[config.mk]
export PLATFORM = sky130hd
export DESIGN_NAME = fp_sqrt_arbiter
export DESIGN_NICKNAME = d
export VERILOG_FILES = /design/src/rtl/fp_sqrt_arb_pkg.sv /design/src/rtl/fp_sqrt_rr_pick.sv /design/src/rtl/iob_fp_sqrt.sv /design/src/rtl/fp_sqrt_arbiter.sv
export SDC_FILE = /design/constraint.sdc
export NUM_CORES = 1
export LEC_CHECK = 0
export ABC_AREA = 1
export BUFFER_PORTS_ARGS = -buffer_cell sky130_fd_sc_hd__buf_4
export CAP_MARGIN = 20
export CORE_ASPECT_RATIO = 0.9
export CORE_MARGIN = 2
export CORE_UTILIZATION = 54
export CTS_CLUSTER_SIZE = 30
export DETAILED_ROUTE_END_ITERATION = 10
export HOLD_SLACK_MARGIN = 0.08
export PLACE_DENSITY_LB_ADDON = 0.08
export SLEW_MARGIN = 25
export SYNTH_ARGS = -nofsm -noshare
export SYNTH_HDL_FRONTEND = slang
export SYNTH_SLANG_ARGS = --single-unit
[constraint.sdc]
create_clock -name clk -period 8.07 [get_ports clk]
set_input_delay 0 -clock clk [delete_from_list [all_inputs] [get_ports clk]]
set_output_delay 0 -clock clk [all_outputs]
set_load 0.02 [all_outputs]
[src/rtl/fp_sqrt_arb_pkg.sv]
// Shared types and constants for the fp_sqrt_arbiter slice.
// Holds the arbiter FSM encoding and the nominal sqrt engine latency.
package fp_sqrt_arb_pkg;

  typedef enum logic [1:0] {
    ST_IDLE  = 2'd0,
    ST_START = 2'd1,
    ST_WAIT  = 2'd2,
    ST_HOLD  = 2'd3
  } arb_state_e;

  localparam int          FP_SQRT_LATENCY = 30;
  localparam logic [31:0] FP_QNAN         = 32'h7FC00000;
  localparam logic [31:0] FP_PINF         = 32'h7F800000;

endpackage

[src/rtl/fp_sqrt_rr_pick.sv]
// Combinational round-robin picker: first requesting index at or after ptr, wrapping.
module fp_sqrt_rr_pick
  import fp_sqrt_arb_pkg::*;
#(
  parameter int N_REQ = 4,
  parameter int IDX_W = $clog2(N_REQ)
) (
  input  logic [N_REQ-1:0] req,
  input  logic [IDX_W-1:0] ptr,
  output logic [N_REQ-1:0] gnt,
  output logic [IDX_W-1:0] idx
);

  logic found;

  // Scan from ptr upward so the previous winner has lowest priority.
  always_comb begin
    gnt   = '0;
    idx   = '0;
    found = 1'b0;
    for (int i = 0; i < N_REQ; i++) begin
      if (!found && req[(int'(ptr) + i) % N_REQ]) begin
        found                         = 1'b1;
        gnt[(int'(ptr) + i) % N_REQ]  = 1'b1;
        idx                           = IDX_W'((int'(ptr) + i) % N_REQ);
      end else begin
        found = found;
      end
    end
  end

endmodule

[src/rtl/iob_fp_sqrt.sv]
// Multi-cycle IEEE-754 single-precision square root engine.
// Uses a digit-by-digit restoring root with round-to-nearest; done pulses LATENCY cycles after start.
module iob_fp_sqrt
  import fp_sqrt_arb_pkg::*;
#(
  parameter int LATENCY = 30
) (
  input  logic        clk,
  input  logic        rst_i,
  input  logic        start_i,
  input  logic [31:0] op_i,
  output logic [31:0] res_o,
  output logic        done_o,
  output logic        overflow_o,
  output logic        underflow_o,
  output logic        exception_o
);

  logic        op_s;
  logic [7:0]  op_e;
  logic [22:0] op_f;
  logic        spec_c;
  logic [31:0] spec_res_c;
  logic        unf_c;
  logic        exc_c;
  logic [8:0]  exp_sum_c;

  logic        run_q;
  logic [5:0]  cnt_q;
  logic [49:0] rad_q;
  logic [27:0] rem_q;
  logic [24:0] root_q;
  logic [7:0]  exp_q;
  logic        spec_q;
  logic [31:0] spec_res_q;
  logic        unf_q;
  logic        exc_q;
  logic [31:0] res_q;
  logic        done_q;
  logic        unf_out_q;
  logic        exc_out_q;

  logic [27:0] rem_t;
  logic [27:0] trial;
  logic        ge;
  logic [27:0] rem_n;
  logic [24:0] root_n;
  logic [24:0] rnd;
  logic [31:0] final_res;

  assign op_s = op_i[31];
  assign op_e = op_i[30:23];
  assign op_f = op_i[22:0];

  // Classify the operand: NaN, zero/denormal (flushed), negative, infinity or normal.
  always_comb begin
    spec_c     = 1'b1;
    spec_res_c = 32'd0;
    unf_c      = 1'b0;
    exc_c      = 1'b0;
    if (op_e == 8'hFF && op_f != 23'd0) begin
      spec_res_c = FP_QNAN;
      exc_c      = 1'b1;
    end else if (op_e == 8'h00) begin
      spec_res_c = {op_s, 31'd0};
      unf_c      = (op_f != 23'd0);
    end else if (op_s) begin
      spec_res_c = FP_QNAN;
      exc_c      = 1'b1;
    end else if (op_e == 8'hFF) begin
      spec_res_c = FP_PINF;
    end else begin
      spec_c = 1'b0;
    end
  end

  // Odd biased exponent means an even unbiased one: halve directly, otherwise borrow one into the mantissa.
  assign exp_sum_c = {1'b0, op_e} + 9'd127 - {8'd0, ~op_e[0]};

  // One restoring root step: two radicand bits in, one root bit out.
  always_comb begin
    rem_t  = {rem_q[25:0], rad_q[49:48]};
    trial  = {1'b0, root_q, 2'b01};
    ge     = (rem_t >= trial);
    rem_n  = ge ? (rem_t - trial) : rem_t;
    root_n = {root_q[23:0], ge};
  end

  // The 25th root bit is the round bit; an exact halfway case cannot occur for sqrt.
  always_comb begin
    rnd = {1'b0, root_q[24:1]} + {24'd0, root_q[0]};
    if (spec_q) begin
      final_res = spec_res_q;
    end else if (rnd[24]) begin
      final_res = {1'b0, exp_q + 8'd1, 23'd0};
    end else begin
      final_res = {1'b0, exp_q, rnd[22:0]};
    end
  end

  // Operand capture, iteration and result/done registers.
  always_ff @(posedge clk) begin
    if (rst_i) begin
      run_q      <= 1'b0;
      cnt_q      <= 6'd0;
      rad_q      <= 50'd0;
      rem_q      <= 28'd0;
      root_q     <= 25'd0;
      exp_q      <= 8'd0;
      spec_q     <= 1'b0;
      spec_res_q <= 32'd0;
      unf_q      <= 1'b0;
      exc_q      <= 1'b0;
      res_q      <= 32'd0;
      done_q     <= 1'b0;
      unf_out_q  <= 1'b0;
      exc_out_q  <= 1'b0;
    end else begin
      done_q <= 1'b0;
      if (start_i) begin
        run_q      <= 1'b1;
        cnt_q      <= 6'd1;
        rad_q      <= op_e[0] ? {1'b0, 1'b1, op_f, 25'd0} : {1'b1, op_f, 26'd0};
        rem_q      <= 28'd0;
        root_q     <= 25'd0;
        exp_q      <= exp_sum_c[8:1];
        spec_q     <= spec_c;
        spec_res_q <= spec_res_c;
        unf_q      <= unf_c;
        exc_q      <= exc_c;
      end else if (run_q) begin
        cnt_q <= cnt_q + 6'd1;
        if (cnt_q <= 6'd25) begin
          rem_q  <= rem_n;
          root_q <= root_n;
          rad_q  <= {rad_q[47:0], 2'b00};
        end
        if (cnt_q == 6'(LATENCY - 1)) begin
          run_q     <= 1'b0;
          done_q    <= 1'b1;
          res_q     <= final_res;
          unf_out_q <= unf_q;
          exc_out_q <= exc_q;
        end
      end
    end
  end

  assign res_o       = res_q;
  assign done_o      = done_q;
  assign overflow_o  = 1'b0;
  assign underflow_o = unf_out_q;
  assign exception_o = exc_out_q;

endmodule

[src/rtl/fp_sqrt_arbiter.sv]
// Shares one iob_fp_sqrt engine among N_REQ requesters with round-robin arbitration.
// Define FP_SQRT_ARB_EXC_EN to add the exc_o {overflow, underflow, exception} result flags.
module fp_sqrt_arbiter
  import fp_sqrt_arb_pkg::*;
#(
  parameter int DATA_W = 32,
  parameter int N_REQ  = 4,
  parameter int IDX_W  = $clog2(N_REQ)
) (
  input  logic                    clk,
  input  logic                    rst_n,
  input  logic [N_REQ-1:0]        req_i,
  input  logic [N_REQ*DATA_W-1:0] op_i,
  output logic [N_REQ-1:0]        ack_o,
  output logic [N_REQ-1:0]        res_valid_o,
  input  logic [N_REQ-1:0]        res_ready_i,
  output logic [DATA_W-1:0]       res_o,
  output logic                    busy_o,
  output logic [IDX_W-1:0]        owner_o
`ifdef FP_SQRT_ARB_EXC_EN
  ,
  output logic [2:0]              exc_o
`endif
);

  arb_state_e        state_q;
  arb_state_e        state_d;
  logic [IDX_W-1:0]  rr_ptr;
  logic [IDX_W-1:0]  ptr_next;
  logic [DATA_W-1:0] op_q;
  logic [IDX_W-1:0]  owner_q;
  logic [DATA_W-1:0] res_q;
  logic [N_REQ-1:0]  pick_gnt;
  logic [IDX_W-1:0]  pick_idx;
  logic              load_op;
  logic              load_res;
  logic              eng_start;
  logic [31:0]       eng_res;
  logic              eng_done;
`ifdef FP_SQRT_ARB_EXC_EN
  logic              eng_ovf;
  logic              eng_unf;
  logic              eng_exc;
  logic [2:0]        exc_q;
`endif

  fp_sqrt_rr_pick #(
    .N_REQ (N_REQ),
    .IDX_W (IDX_W)
  ) u_pick (
    .req (req_i),
    .ptr (rr_ptr),
    .gnt (pick_gnt),
    .idx (pick_idx)
  );

  iob_fp_sqrt #(
    .LATENCY (FP_SQRT_LATENCY)
  ) u_sqrt (
    .clk         (clk),
    .rst_i       (~rst_n),
    .start_i     (eng_start),
    .op_i        (op_q),
    .res_o       (eng_res),
    .done_o      (eng_done),
`ifdef FP_SQRT_ARB_EXC_EN
    .overflow_o  (eng_ovf),
    .underflow_o (eng_unf),
    .exception_o (eng_exc)
`else
    .overflow_o  (),
    .underflow_o (),
    .exception_o ()
`endif
  );

  assign ptr_next = (int'(pick_idx) == N_REQ - 1) ? '0 : pick_idx + IDX_W'(1);

  // Next-state and handshake decode; ack is combinational in the IDLE cycle.
  always_comb begin
    state_d   = state_q;
    ack_o     = '0;
    load_op   = 1'b0;
    load_res  = 1'b0;
    eng_start = 1'b0;
    case (state_q)
      ST_IDLE: begin
        if (|req_i) begin
          ack_o   = pick_gnt;
          load_op = 1'b1;
          state_d = ST_START;
        end else begin
          state_d = ST_IDLE;
        end
      end
      ST_START: begin
        eng_start = 1'b1;
        state_d   = ST_WAIT;
      end
      ST_WAIT: begin
        if (eng_done) begin
          load_res = 1'b1;
          state_d  = ST_HOLD;
        end else begin
          state_d = ST_WAIT;
        end
      end
      ST_HOLD: begin
        if (res_ready_i[owner_q]) begin
          state_d = ST_IDLE;
        end else begin
          state_d = ST_HOLD;
        end
      end
      default: begin
        state_d = ST_IDLE;
      end
    endcase
  end

  // State, operand, owner, round-robin pointer and result registers.
  always_ff @(posedge clk) begin
    if (!rst_n) begin
      state_q <= ST_IDLE;
      rr_ptr  <= '0;
      op_q    <= '0;
      owner_q <= '0;
      res_q   <= '0;
`ifdef FP_SQRT_ARB_EXC_EN
      exc_q   <= 3'd0;
`endif
    end else begin
      state_q <= state_d;
      if (load_op) begin
        op_q    <= op_i[int'(pick_idx)*DATA_W +: DATA_W];
        owner_q <= pick_idx;
        rr_ptr  <= ptr_next;
      end
      if (load_res) begin
        res_q <= eng_res;
`ifdef FP_SQRT_ARB_EXC_EN
        exc_q <= {eng_ovf, eng_unf, eng_exc};
`endif
      end
    end
  end

  // Valid is decoded from registered state and owner only.
  always_comb begin
    res_valid_o = '0;
    if (state_q == ST_HOLD) begin
      res_valid_o[owner_q] = 1'b1;
    end else begin
      res_valid_o = '0;
    end
  end

  assign res_o   = res_q;
  assign busy_o  = (state_q != ST_IDLE);
  assign owner_o = owner_q;
`ifdef FP_SQRT_ARB_EXC_EN
  assign exc_o   = exc_q;
`endif

endmodule

-- Yosys cells after proc, flatten, opt, wreduce, memory -nomap -nowiden
Index checks and enable logic that the tools add are counted.
Widths: inputs -> output; s select.
- register bits: 252
- input port bits: 138
- output and inout bits: 43
- word-level logic and storage cells: 150
- add/sub/neg operators: 10
- order comparisons: 12
- eq/ne operators: 6
- shifts and indexed selects: 1
- multiplexer cells: 68
- bitwise logic cells: 10
- reduce and logical (&&, ||, !) cells: 27
- operators by type and width (kind ; count):
    $mux 50 ; 4
    $mux 32 ; 4
    $shiftx 128x8->32 ; 1
    $mux 31 ; 2
    $mux 1 ; 33
    $ge 28x27->1 ; 1
    $mux 4 ; 7
    $mux 26 ; 1
    $sub 26x26->26 ; 1
    $add 24x1->25 ; 1
    $reduce_bool 23->1 ; 1
    $lt 3x4->1 const B ; 3
    $mux 2 ; 6
    $or 4x4->4 ; 3
    $bmux 1 s2 ; 5
    $demux 1 s2 ; 5
    $add 8x7->9 const B ; 1
    $ge 3x1->1 const B ; 3
    $logic_and 1x1->1 ; 9
    $sub 9x1->9 ; 1
    $add 8x1->8 const B ; 1
    $eq 8x8->1 const B ; 1
    $logic_not 8->1 ; 1
    $pmux 2 s4 ; 1
    19 further kinds ; 38

-- Depth between registers and ports, before layout
Gate-level depths: netlist of run 1.
- depth after elaboration: 16
- depth in mapped cells: 18
- gate-level depth less buffers: 16

-- By module
Synthesis of run 1 repeated with hierarchy kept, for this count alone.
- cells, all modules: 2078
- area total of the unflattened synthesis: 13116.3 µm²
- by module, submodules not included (module ; instances ; cells an instance ; area an instance (µm²)):
    iob_fp_sqrt ; 1 ; 1358 ; 8823.5
    fp_sqrt_arbiter ; 1 ; 647 ; 3853.7
    fp_sqrt_rr_pick ; 1 ; 73 ; 439.2

-- Worst setup path before layout of run 1
OpenSTA, ideal clock, no wires.
- path kind: reg2reg
- start: register rr_ptr[0]
- end: register rr_ptr[1]
- setup time: 128 ps
- arrival time: 2453 ps
- path slack: 5489 ps
- stages on the path, launching flop included: 15
- buffers on the path: 1
- cells stage by stage: dfxtp_1 -> inv_2 -> ha_1 -> inv_1 -> nand3_1 -> nand2_2 -> inv_2 -> nor2_8 -> nand4_2 -> nand2_4 -> inv_2 -> buf_4 -> ha_1 -> o21ai_0 -> a21oi_1
- word-level cells in the longest chain between the ends: 14
- elaborated cells on any way between the ends: 30
- classes of those cells: add/sub: 4; eq/ne: 1; mux: 19; reduce/logical: 6
- RTL lines (what ; RTL line ; text):
    start, declared ; fp_sqrt_arbiter.sv:28 ; logic [IDX_W-1:0] rr_ptr;
    start signal, assigned ; fp_sqrt_arbiter.sv:137 ; rr_ptr <= ptr_next;
    $add 2x1->2 / $bmux 1 s2 (equally long branches) ; fp_sqrt_rr_pick.sv:22, fp_sqrt_rr_pick.sv:25 ;
    $bmux 1 s2 / $mux 1 (equally long branches) ; fp_sqrt_rr_pick.sv:22 ; if (!found && req[(int'(ptr) + i) % N_REQ]) begin
    $mux 1 (not written as such) ; fp_sqrt_rr_pick.sv:22 ;
    $mux 1 (not written as such) / $logic_not 1->1 (equally long branches) ; fp_sqrt_rr_pick.sv:22 ;
    $logic_and 1x1->1 ; fp_sqrt_rr_pick.sv:22 ;
    $mux 1 ; fp_sqrt_rr_pick.sv:22 ;
    $logic_not 1->1 ; fp_sqrt_rr_pick.sv:22 ;
    $logic_and 1x1->1 ; fp_sqrt_rr_pick.sv:22 ;
    $mux 1 ; fp_sqrt_rr_pick.sv:22 ;
    $logic_not 1->1 ; fp_sqrt_rr_pick.sv:22 ;
    $logic_and 1x1->1 ; fp_sqrt_rr_pick.sv:22 ;
    $mux 2 (*) ; fp_sqrt_rr_pick.sv:22 ;
    named net pick_idx[1] ; fp_sqrt_arbiter.sv:34 ; logic [IDX_W-1:0] pick_idx;
    $add 2x1->2 / $eq 2x1->1 (equally long branches) ; fp_sqrt_arbiter.sv:77 ; assign ptr_next = (int'(pick_idx) == N_REQ - 1) ? '0 : pick_idx + IDX_W'(1);
    $mux 2 (*) ; fp_sqrt_arbiter.sv:77 ;
    named net ptr_next[1] ; fp_sqrt_arbiter.sv:29 ; logic [IDX_W-1:0] ptr_next;
Mark *: on every way through the listed nets, which the timed path passes. The rest lies on a longest branch. The select of a mux whose other input is x is not followed.
A chain may end at the register's enable or synchronous reset.

-- Final worst setup path of run 1
- start: register rr_ptr[0]
- end: register op_q[3]
- word-level cells in the longest chain between the ends: 13
- elaborated cells on any way between the ends: 28
- classes of those cells: add/sub: 3; shift: 1; mux: 18; reduce/logical: 6
- RTL lines (what ; RTL line ; text):
    $add 2x1->2 / $bmux 1 s2 (equally long branches) ; fp_sqrt_rr_pick.sv:22, fp_sqrt_rr_pick.sv:25 ;
    $bmux 1 s2 / $mux 1 (equally long branches) ; fp_sqrt_rr_pick.sv:22 ;
    $mux 1 (not written as such) ; fp_sqrt_rr_pick.sv:22 ;
    $mux 1 (not written as such) / $logic_not 1->1 (equally long branches) ; fp_sqrt_rr_pick.sv:22 ;
    $logic_and 1x1->1 ; fp_sqrt_rr_pick.sv:22 ;
    $mux 1 ; fp_sqrt_rr_pick.sv:22 ;
    $logic_not 1->1 ; fp_sqrt_rr_pick.sv:22 ;
    $logic_and 1x1->1 ; fp_sqrt_rr_pick.sv:22 ;
    $mux 1 ; fp_sqrt_rr_pick.sv:22 ;
    $logic_not 1->1 ; fp_sqrt_rr_pick.sv:22 ;
    $logic_and 1x1->1 ; fp_sqrt_rr_pick.sv:22 ;
    $mux 2 (*) ; fp_sqrt_rr_pick.sv:22 ;
    $shiftx 128x8->32 (*) ; fp_sqrt_arbiter.sv:135 ; op_q <= op_i[int'(pick_idx)*DATA_W +: DATA_W];
    end signal, assigned ; fp_sqrt_arbiter.sv:135 ;
    end, declared ; fp_sqrt_arbiter.sv:30 ; logic [DATA_W-1:0] op_q;
Every way passes the cells marked *; elsewhere a longest branch is shown, timed or not. The select of a mux whose other input is x is not followed.

==> impl_metrics.py, run 1 <==
metrics = {
    "status": {
        "status": "complete, no violations",
    },
    "sta": {
        "worst_pin_slew_ns": 1.08,
        "maxSlewViolCount": 0,
        "fin_ws_ns": 2.74,
        "finalSetupViolations": 0,
        "final.setup.tns_ns": 0,
        "fin_worst_skew_ns": 0.0146,
        "relSlewSlack": 0.280,
        "rsz0062_at_grt": "no",
        "fmax_ghz": 0.188,
        "hold_viol_final": 0,
        "finalCritPeriodShare": 0.661,
        "min_period_ns": 5.33,
    },
    "critical_path": {
        "crit_family": "buffers and inverters",
        "endpoint_kind": "flip-flop",
        "rr_startpoint": "rr_ptr[0]",
        "arrival_ns": 5.68,
        "setup.worst_path.class": "reg -> reg",
        "cp_max_fo": 66,
        "reg2reg_depth": 21,
        "rr_endpoint": "op_q[3]",
        "required_ns": 8.42,
        "cpMaxStageDelayCell": "dlygate4sd3_1",
        "rrSetupSlack_ns": 2.74,
        "crit_path_frequent_cell": "nand2_1",
        "path_buf_inv": 9,
        "start_kind": "flip-flop",
        "critPathMaxStageDelay_ns": 0.58,
        "path_cells": "inv_2, ha_1, inv_1, nand3_1, nand2_2, inv_2, nor2_8, nand2_1, nand2_2, buf_4, nand2_2, buf_4, nand2_1, nand2_1, dlygate4sd3_1, nand2_1, nand3_1, dlygate4sd3_1, nand2_1, dlygate4sd3_1, inv_1",
    },
    "clock_network": {
        "cts_sinks": 198,
        "cts_buffers": 17,
        "post_cts_buffers": 0,
        "ctsResizeCount": 0,
        "htree_levels": 4,
        "clk_latency_ns": 0.44,
        "cts_tree": "done",
        "clk_pin_slew_worst_paths_ns": 0.09,
        "clockRootBuffer": "clkbuf_16",
        "cts.path.max_buffers": 2,
    },
    "drt": {
        "firstDrtPassIters": 7,
        "vias": 13700,
        "route.detailed.drc": 0,
        "wire_per_inst_um": 14.5,
        "ant_nets": 0,
        "dr.first_iter.drc_count": 1288,
        "avgViaCountPerCell": 5.44,
        "wl_um": 36400,
    },
    "grt": {
        "grt_pass1_vias": 12600,
        "grt_max_degree": 77,
        "antenna_found_initial": 0,
        "grt_pass1_wl_um": 60300,
        "grtUsageTotal": 0.299,
        "gr-total-overflow": 0,
    },
    "synth": {
        "netlist.top_cell.by_area": "dfxtp_1",
        "synthTopCellsByCount": "527 x nand2_1, 260 x inv_1, 199 x nor2_1",
        "synth_async_sr_flop_share": 0,
        "yosysSeqAreaShare": 0.316,
        "syn_inst": 1970,
        "synth_cell_types": 49,
        "synth_nets": 2165,
        "synth_flop_cell": "dfxtp_1",
        "postSynthAreaPerCell_um2": 6.37,
        "synth_area_leaders": "dfxtp_1 32%, nand2_1 16%, inv_1 7.8%",
        "syn_area_um2": 12500,
        "synth_top_area_frac": 0.316,
        "synth.most_common_cell": "nand2_1",
        "synth_edf_count": 0,
        "yosys_warnings": 0,
        "yosys_register_bits": 198,
    },
    "worst_hold_path": {
        "hold_path.class": "in -> reg",
        "holdPathEnd": "res_o[12]",
        "whs_path_depth": 3,
        "min_from": "rst_n",
    },
    "final_layout": {
        "nNetsFinal": 2399,
        "drive_above_1_share": 0.118,
        "area_growth_pct": 25.3,
        "diodes": 0,
    },
    "die": {
        "fp.dieW_um": 165,
        "start_util": 0.554,
        "coreArea_um2": 22600,
        "die_h_um": 149,
        "die_area_um2": 24500,
        "top_level_ports": 181,
        "placementRows": 52,
    },
    "power_and_ir_drop": {
        "p_leak_nw": 7.58,
        "ir_worst_vdd_uv": 678,
        "powerDensity_nw_per_um2": 478,
    },
    "placement": {
        "io_buffers": 180,
        "pre_cts_ws_ns": 4.36,
        "dp.final_hpwl_um": 25500,
        "place_congestion": 0.972,
    },
    "run": {
        "maxCapViolCount": 0,
    },
}
==> worst register-to-register path: stages (launching register included) <==
cell,delay [ns]
dfxtp_1,0.57
inv_2,0.20
ha_1,0.40
inv_1,0.09
nand3_1,0.09
nand2_2,0.14
inv_2,0.08
nor2_8,0.14
nand2_1,0.08
nand2_2,0.07
buf_4,0.52
nand2_2,0.33
buf_4,0.39
nand2_1,0.15
nand2_1,0.05
dlygate4sd3_1,0.55
nand2_1,0.06
nand3_1,0.09
dlygate4sd3_1,0.58
nand2_1,0.07
dlygate4sd3_1,0.57
inv_1,0.05
==> placed cells by master, fill, tap and decap left out, drive strengths merged, types with 13 or more instances in the layout <==
master         n
a211oi        20
a21oi        122
a221oi        19
a31oi         19
buf          189
clkbuf        17
clkinv        13
dfxtp        198
dlygate4sd3  111
ha            56
inv          273
nand2        531
nand3        186
nand3b        36
nand4         19
nor2         206
nor3          23
o21ai        109
xor2          22
==> worst max-delay path by stage <==
| stage | cells after the start | end | startpoint |
|---|---|---|---|
| 2_1_floorplan | 14 | rr_ptr[1] | rr_ptr[0] |
| 3_3_place_gp | 15 | rr_ptr[1] | rr_ptr[0] |
| 3_5_place_dp | 15 | rr_ptr[1] | rr_ptr[0] |
| 4_1_cts | 21 | op_q[0] | rr_ptr[0] |
| 5_1_grt | 20 | op_q[3] | rr_ptr[0] |
| 6_report | 21 | op_q[3] | rr_ptr[0] |
==> cells by family (layout without fill, tap and decap cells) <==
kind of cell / count (synthesis) / count (layout) / synth area share
AO/OA/AOI/OAI: 317 / 317 / 0.145
XOR/XNOR: 27 / 27 / 0.0189
adder cells (fa/ha/maj): 57 / 57 / 0.0575
buffers and inverters: 357 / 604 / 0.113
flip-flops: 198 / 198 / 0.316
AND/OR/NAND/NOR: 1014 / 1014 / 0.349
==> cell type report <==
cell class                      instances  area (um^2)
Tap cell                              297          372
Clock inverter                         15          223
Inverter                              272         1020
Fill cell                            1959         6930
Timing Repair Buffer                  300         2530
Clock buffer                           17          425
Multi-Input combinational cell       1415         7180
Sequential cell                       198         3960
==> state kept, by name, indices dropped and copies added (netlist names) <==
| register | cells |
|---|---|
| u_sqrt.spec_q | 1 |
| u_sqrt.run_q | 1 |
| u_sqrt.rad_q | 25 |
| u_sqrt.res_o | 32 |
| u_sqrt.rem_q | 26 |
| res_o | 32 |
| rr_ptr | 2 |
| u_sqrt.exp_q | 8 |
| u_sqrt.root_q | 25 |
| state_q | 2 |
| u_sqrt.done_o | 1 |
| op_q | 32 |
| u_sqrt.spec_res_q | 3 |
| u_sqrt.cnt_q | 6 |
| owner_o | 2 |
==> per-stage QoR <==
stage               power, mW  instances  hold WS, ns  area [um^2]   util
floorplan                4.90       1970        0.243        12500      -
global placement         5.80       2371        0.350        13900  0.616
detailed placement       5.85       2371        0.365        13900  0.616
CTS                      7.38       2514       0.0864        15700  0.694
global route             8.22       2514        0.116        15700  0.694
finish                   7.51       2514       0.0886        15700  0.694
==> report_power, final <==
part / leakage [nW] / internal (mW) / switching, mW
Clock: 0.309 / 0.457 / 0.455
Sequential: 1.61 / 1.18 / 0.210
Combinational: 5.66 / 2.03 / 3.17
==> timing repair <==
| action | CTS | global route |
|---|---|---|
| hold endpoints to repair | 34 | 0 |
| hold buffers | 111 | 0 |
| endpoints found under the setup margin | 0 | 0 |
==> metal layers <==
layer  vias to the layer above  track usage  wire length, um
met5                         -            0                0
met4                         0       0.0796              769
met3                        75       0.0586             2920
met2                       524        0.477            16300
met1                      6235        0.414            16400
li1                       6850            -                -
No activity file was read; power rests on OpenSTA's default activity.
==> run 2: changes to the inputs <==
Settings changed: CORE_UTILIZATION 54 to 53.
Clock period 8.07 ns to 4.8 ns, I/O delays scaled along.
==> impl_metrics.py, run 2 (same netlist as run 1, synthesis figures left out) <==
metrics = {
    "sta": {
        "relSlewSlack": 0.391,
        "final.setup.tns_ns": 0,
        "min_period_ns": 4.50,
        "finalCritPeriodShare": 0.937,
        "fin_worst_skew_ns": 0.0155,
        "hold_viol_final": 0,
        "fmax_ghz": 0.222,
        "maxSlewViolCount": 0,
        "finalSetupViolations": 0,
        "worst_pin_slew_ns": 0.913,
        "hold_slack_ns": 0.104,
    },
    "clock_network": {
        "cts_sinks": 198,
        "cts_buffers": 17,
        "clockRootBuffer": "clkbuf_16",
        "post_cts_buffers": 0,
        "cts.path.max_buffers": 2,
        "clk_latency_ns": 0.44,
        "cts_tree": "done",
        "clk_pin_slew_worst_paths_ns": 0.08,
        "htree_levels": 4,
    },
    "worst_hold_path": {
        "hold_path.class": "in -> reg",
        "holdPathEnd": "op_q[14]",
        "whs_path_depth": 6,
        "min_from": "op_i[78]",
    },
    "critical_path": {
        "path_cells": "inv_2, ha_1, inv_1, nand3_1, nand2_2, inv_2, nor2_8, nand2_1, nand2_2, clkbuf_8, nand3_1, nand2_1, dlygate4sd3_1, nand2_1, nand3_1, dlygate4sd3_1, nand2_1, dlygate4sd3_1, inv_1",
        "rrSetupSlack_ns": 0.30,
        "rr_startpoint": "rr_ptr[0]",
        "required_ns": 5.19,
        "reg2reg_depth": 19,
        "crit_path_frequent_cell": "nand2_1",
        "critPathMaxStageDelay_ns": 0.59,
        "arrival_ns": 4.89,
        "rr_endpoint": "op_q[27]",
        "start_kind": "flip-flop",
        "cpMaxStageDelayCell": "dlygate4sd3_1",
        "endpoint_kind": "flip-flop",
        "setup.worst_path.class": "reg -> reg",
        "cp_max_fo": 65,
    },
    "final_layout": {
        "final_util": 0.671,
        "layout_common_cells": "523 x nand2_1, 258 x inv_1, 198 x nor2_1, 198 x dfxtp_1, 190 x buf_4",
        "design_area_um2": 15600,
        "regArea_um2": 3960,
        "area_growth_pct": 24.5,
        "nFillCells": 2077,
        "nNetsFinal": 2388,
        "multi_input_area_um2": 7180,
        "diodes": 0,
        "final_common_cell": "nand2_1",
        "drive_above_1_share": 0.119,
    },
    "grt": {
        "grt_max_degree": 76,
        "gr-total-overflow": 0,
        "grt_pass1_vias": 12300,
        "grt_pass1_wl_um": 59600,
        "grtUsageTotal": 0.288,
        "antenna_found_initial": 0,
    },
    "die": {
        "die_h_um": 150,
        "top_level_ports": 181,
        "die_area_um2": 24900,
        "fp.dieW_um": 166,
        "start_util": 0.539,
        "placementRows": 53,
        "coreArea_um2": 23300,
    },
    "drt": {
        "vias": 13500,
        "avgViaCountPerCell": 5.37,
        "ant_nets": 0,
        "route.detailed.drc": 0,
        "dr.first_iter.drc_count": 1202,
        "firstDrtPassIters": 6,
        "wl_um": 36600,
        "wire_per_inst_um": 14.6,
    },
    "power_and_ir_drop": {
        "ir_worst_vdd_uv": 601,
        "p_leak_nw": 7.58,
        "powerDensity_nw_per_um2": 774,
    },
    "run": {
        "maxCapViolCount": 0,
    },
    "status": {
        "status": "complete, no violations",
    },
    "placement": {
        "io_buffers": 180,
        "place_congestion": 0.985,
        "dp.final_hpwl_um": 25800,
        "placed_cell_area_um2": 14000,
    },
}
## run 2: worst max-delay path by stage
stage / from / endpoint / cells past startpoint / slack [ns]
floorplan: rr_ptr[0] / rr_ptr[1] / 14 / 2.22
global placement: rr_ptr[0] / op_q[3] / 16 / 1.73
detailed placement: rr_ptr[0] / op_q[8] / 16 / 1.60
CTS: rr_ptr[0] / op_q[23] / 19 / 0.24
global route: rr_ptr[0] / op_q[27] / 19 / -0.006
finish: rr_ptr[0] / op_q[27] / 19 / 0.30
## run 2: timing repair
item	CTS	global route
endpoints found under the hold margin	33	0
endpoints found under the setup margin	0	3
resized for setup	0	4
hold buffers	97	0
## run 2: stage by stage
| step | instances | setup slack (ns) | power, mW |
|---|---|---|---|
| after floorplan | 1970 | 2.22 | 8.23 |
| after global placement | 2379 | 1.73 | 9.63 |
| after detailed placement | 2379 | 1.60 | 9.55 |
| after CTS | 2508 | 0.242 | 11.9 |
| after global routing | 2508 | -0.00587 | 13.0 |
| final | 2508 | 0.302 | 12.1 |
## run 2: per-layer routing
metal / global-route usage / wire length, um / vias up
met5: 0 / 0 / -
met4: 0.0952 / 1000 / 0
met3: 0.0555 / 2660 / 86
met2: 0.452 / 16100 / 455
met1: 0.399 / 16800 / 6105
li1: - / - / 6821
## run 2: cell type report
cell class / instances / area share
Multi-Input combinational cell: 1415 / 0.460
Timing Repair Buffer: 289 / 0.155
Tap cell: 302 / 0.0242
Clock inverter: 15 / 0.0142
Sequential cell: 198 / 0.254
Inverter: 272 / 0.0654
Clock buffer: 17 / 0.0273
## run 2: critical path, delay by kind of cell, from the launching register on
family	cells	cell delay [ns]
buffers and inverters	8	2.48
AND/OR/NAND/NOR	10	0.99
flip-flops	1	0.53
adder cells (fa/ha/maj)	1	0.39
## run 2: report_power, final
group	internal, mW	switching [mW]
clock network	0.743	0.804
logic	3.18	5.04
registers	1.98	0.333
==> run 3: changes to the inputs <==
Settings changed: CELL_PAD_IN_SITES_DETAIL_PLACEMENT set to 1, CELL_PAD_IN_SITES_GLOBAL_PLACEMENT set to 1, CORE_UTILIZATION 53 to 37.
==> impl_metrics.py, run 3 (same netlist as run 1, synthesis figures left out) <==
metrics = {
    "sta": {
        "relSlewSlack": 0.423,
        "min_period_ns": 4.47,
        "fmax_ghz": 0.224,
        "fin_worst_skew_ns": 0.0143,
        "hold_viol_final": 0,
        "finalSetupViolations": 0,
        "maxSlewViolCount": 0,
        "hold_slack_ns": 0.314,
        "finalCritPeriodShare": 0.932,
        "final.setup.tns_ns": 0,
        "rsz0062_at_grt": "no",
        "worst_pin_slew_ns": 0.865,
    },
    "power_and_ir_drop": {
        "p_seq_frac": 0.181,
        "powerDensity_nw_per_um2": 817,
        "power.switching_mw": 6.73,
        "p_int_mw": 6.26,
        "p_leak_nw": 7.59,
        "p_sw_frac": 0.518,
        "p_clk_frac": 0.113,
        "ir_worst_vdd_uv": 722,
        "combPwrFrac": 0.706,
    },
    "die": {
        "die_area_um2": 35400,
        "placementRows": 63,
        "start_util": 0.378,
        "fp.dieW_um": 198,
        "top_level_ports": 181,
        "coreArea_um2": 33200,
        "die_h_um": 179,
    },
    "drt": {
        "firstDrtPassIters": 5,
        "wire_per_inst_um": 16.1,
        "avgViaCountPerCell": 5.10,
        "ant_nets": 0,
        "dr.first_iter.drc_count": 725,
        "vias": 13700,
        "route.detailed.drc": 0,
        "wl_um": 43100,
    },
    "grt": {
        "grtUsageTotal": 0.249,
        "grt_pass1_wl_um": 71100,
        "grt_max_degree": 76,
        "grt_pass1_vias": 14100,
        "gr-total-overflow": 0,
        "antenna_found_initial": 0,
    },
    "clock_network": {
        "cts_tree": "done",
        "htree_levels": 4,
        "clk_pin_slew_worst_paths_ns": 0.08,
        "cts_sinks": 198,
        "clockRootBuffer": "clkbuf_16",
        "clk_latency_ns": 0.46,
        "cts_buffers": 17,
        "cts.path.max_buffers": 2,
        "post_cts_buffers": 0,
    },
    "critical_path": {
        "cpMaxStageDelayCell": "dlygate4sd3_1",
        "crit_family": "buffers and inverters",
        "path_cells": "inv_2, ha_1, inv_1, nand3_1, nand2_2, inv_2, nor2_8, nand4_2, buf_6, nand3_1, nand2_1, dlygate4sd3_1, nand2_1, nand3_1, dlygate4sd3_1, nand2_1, dlygate4sd3_1, inv_1",
        "cp_max_fo": 65,
        "endpoint_kind": "flip-flop",
        "required_ns": 5.15,
        "path_buf_inv": 8,
        "setup.worst_path.class": "reg -> reg",
        "arrival_ns": 4.82,
        "start_kind": "flip-flop",
        "critPathMaxStageDelay_ns": 0.57,
    },
    "final_layout": {
        "final_cells": 2676,
        "layout_common_cells": "524 x nand2_1, 257 x inv_1, 198 x nor2_1, 198 x dfxtp_1, 195 x buf_4",
        "drive_above_1_share": 0.119,
        "diodes": 0,
        "area_growth_pct": 26.7,
        "final_util": 0.479,
        "final_common_cell": "nand2_1",
        "design_area_um2": 15900,
        "nNetsFinal": 2404,
    },
    "placement": {
        "place_congestion": 0.898,
        "io_buffers": 180,
        "placed_cell_area_um2": 14200,
        "dp.final_hpwl_um": 31500,
        "dp.cells": 2537,
    },
    "run": {
        "maxCapViolCount": 0,
    },
    "worst_hold_path": {
        "hold_path.class": "in -> reg",
    },
    "status": {
        "status": "complete, no violations",
    },
}
-- run 3: layout make-up --
cell class	instances	area, um^2
clock inverters	12	141
inverters	272	1020
fillers	4404	17300
multi-input cells	1415	7180
well taps	455	569
clock buffers	19	443
flip-flops and latches	198	3960
repair buffers	305	2580
-- run 3: metal layers --
metal  track usage  part of all wire  vias up  routed length (um)
li1              -                 -     6851                   -
met1         0.334              0.48     6512               20700
met2         0.417              0.46      235               19800
met3        0.0419             0.042       53                1800
met4        0.0652             0.017        0                 727
met5             0                 0        -                   0
-- run 3: final timing paths --
| kind | slack, ns | cells past startpoint | startpoint | end |
|---|---|---|---|---|
| worst max-delay path | 0.33 | 18 | rr_ptr[0] | op_q[17] |
| worst min-delay path | 0.31 | 6 | req_i[0] | owner_o[1] |
| worst max register to register | 0.33 | 18 | rr_ptr[0] | op_q[17] |
| worst min register to register | 0.46 | 2 | u_sqrt.res_o[10] | u_sqrt.res_o[10] |
-- run 3: power by group through the flow --
stage	clock network [mW]	registers, mW	logic, mW
after floorplan	0	2.25	5.98
after global placement	0	2.37	7.77
after detailed placement	0	2.38	7.99
after CTS	1.50	2.34	9.02
after global routing	1.56	2.40	10.4
final	1.47	2.35	9.18
-- run 3: stage by stage --
stage | setup WS [ns] | power, mW
final | 0.327 | 13.0
after global routing | 0.0275 | 14.3
after CTS | 0.0190 | 12.9
after detailed placement | 1.41 | 10.4
after global placement | 1.55 | 10.1
after floorplan | 2.22 | 8.23
-- run 3: what timing repair did --
| item | CTS | global route |
|---|---|---|
| hold endpoints to repair | 34 | 0 |
| hold buffers | 108 | 0 |
| endpoints found under the setup margin | 0 | 9 |
| gates resized for setup | 0 | 6 |
-- run 3: worst min-delay path: cells and delay by family --
kind                   cells  cell delay [ns]
buffers and inverters      3             0.31
AOI/OAI and AO/OA          3             0.40
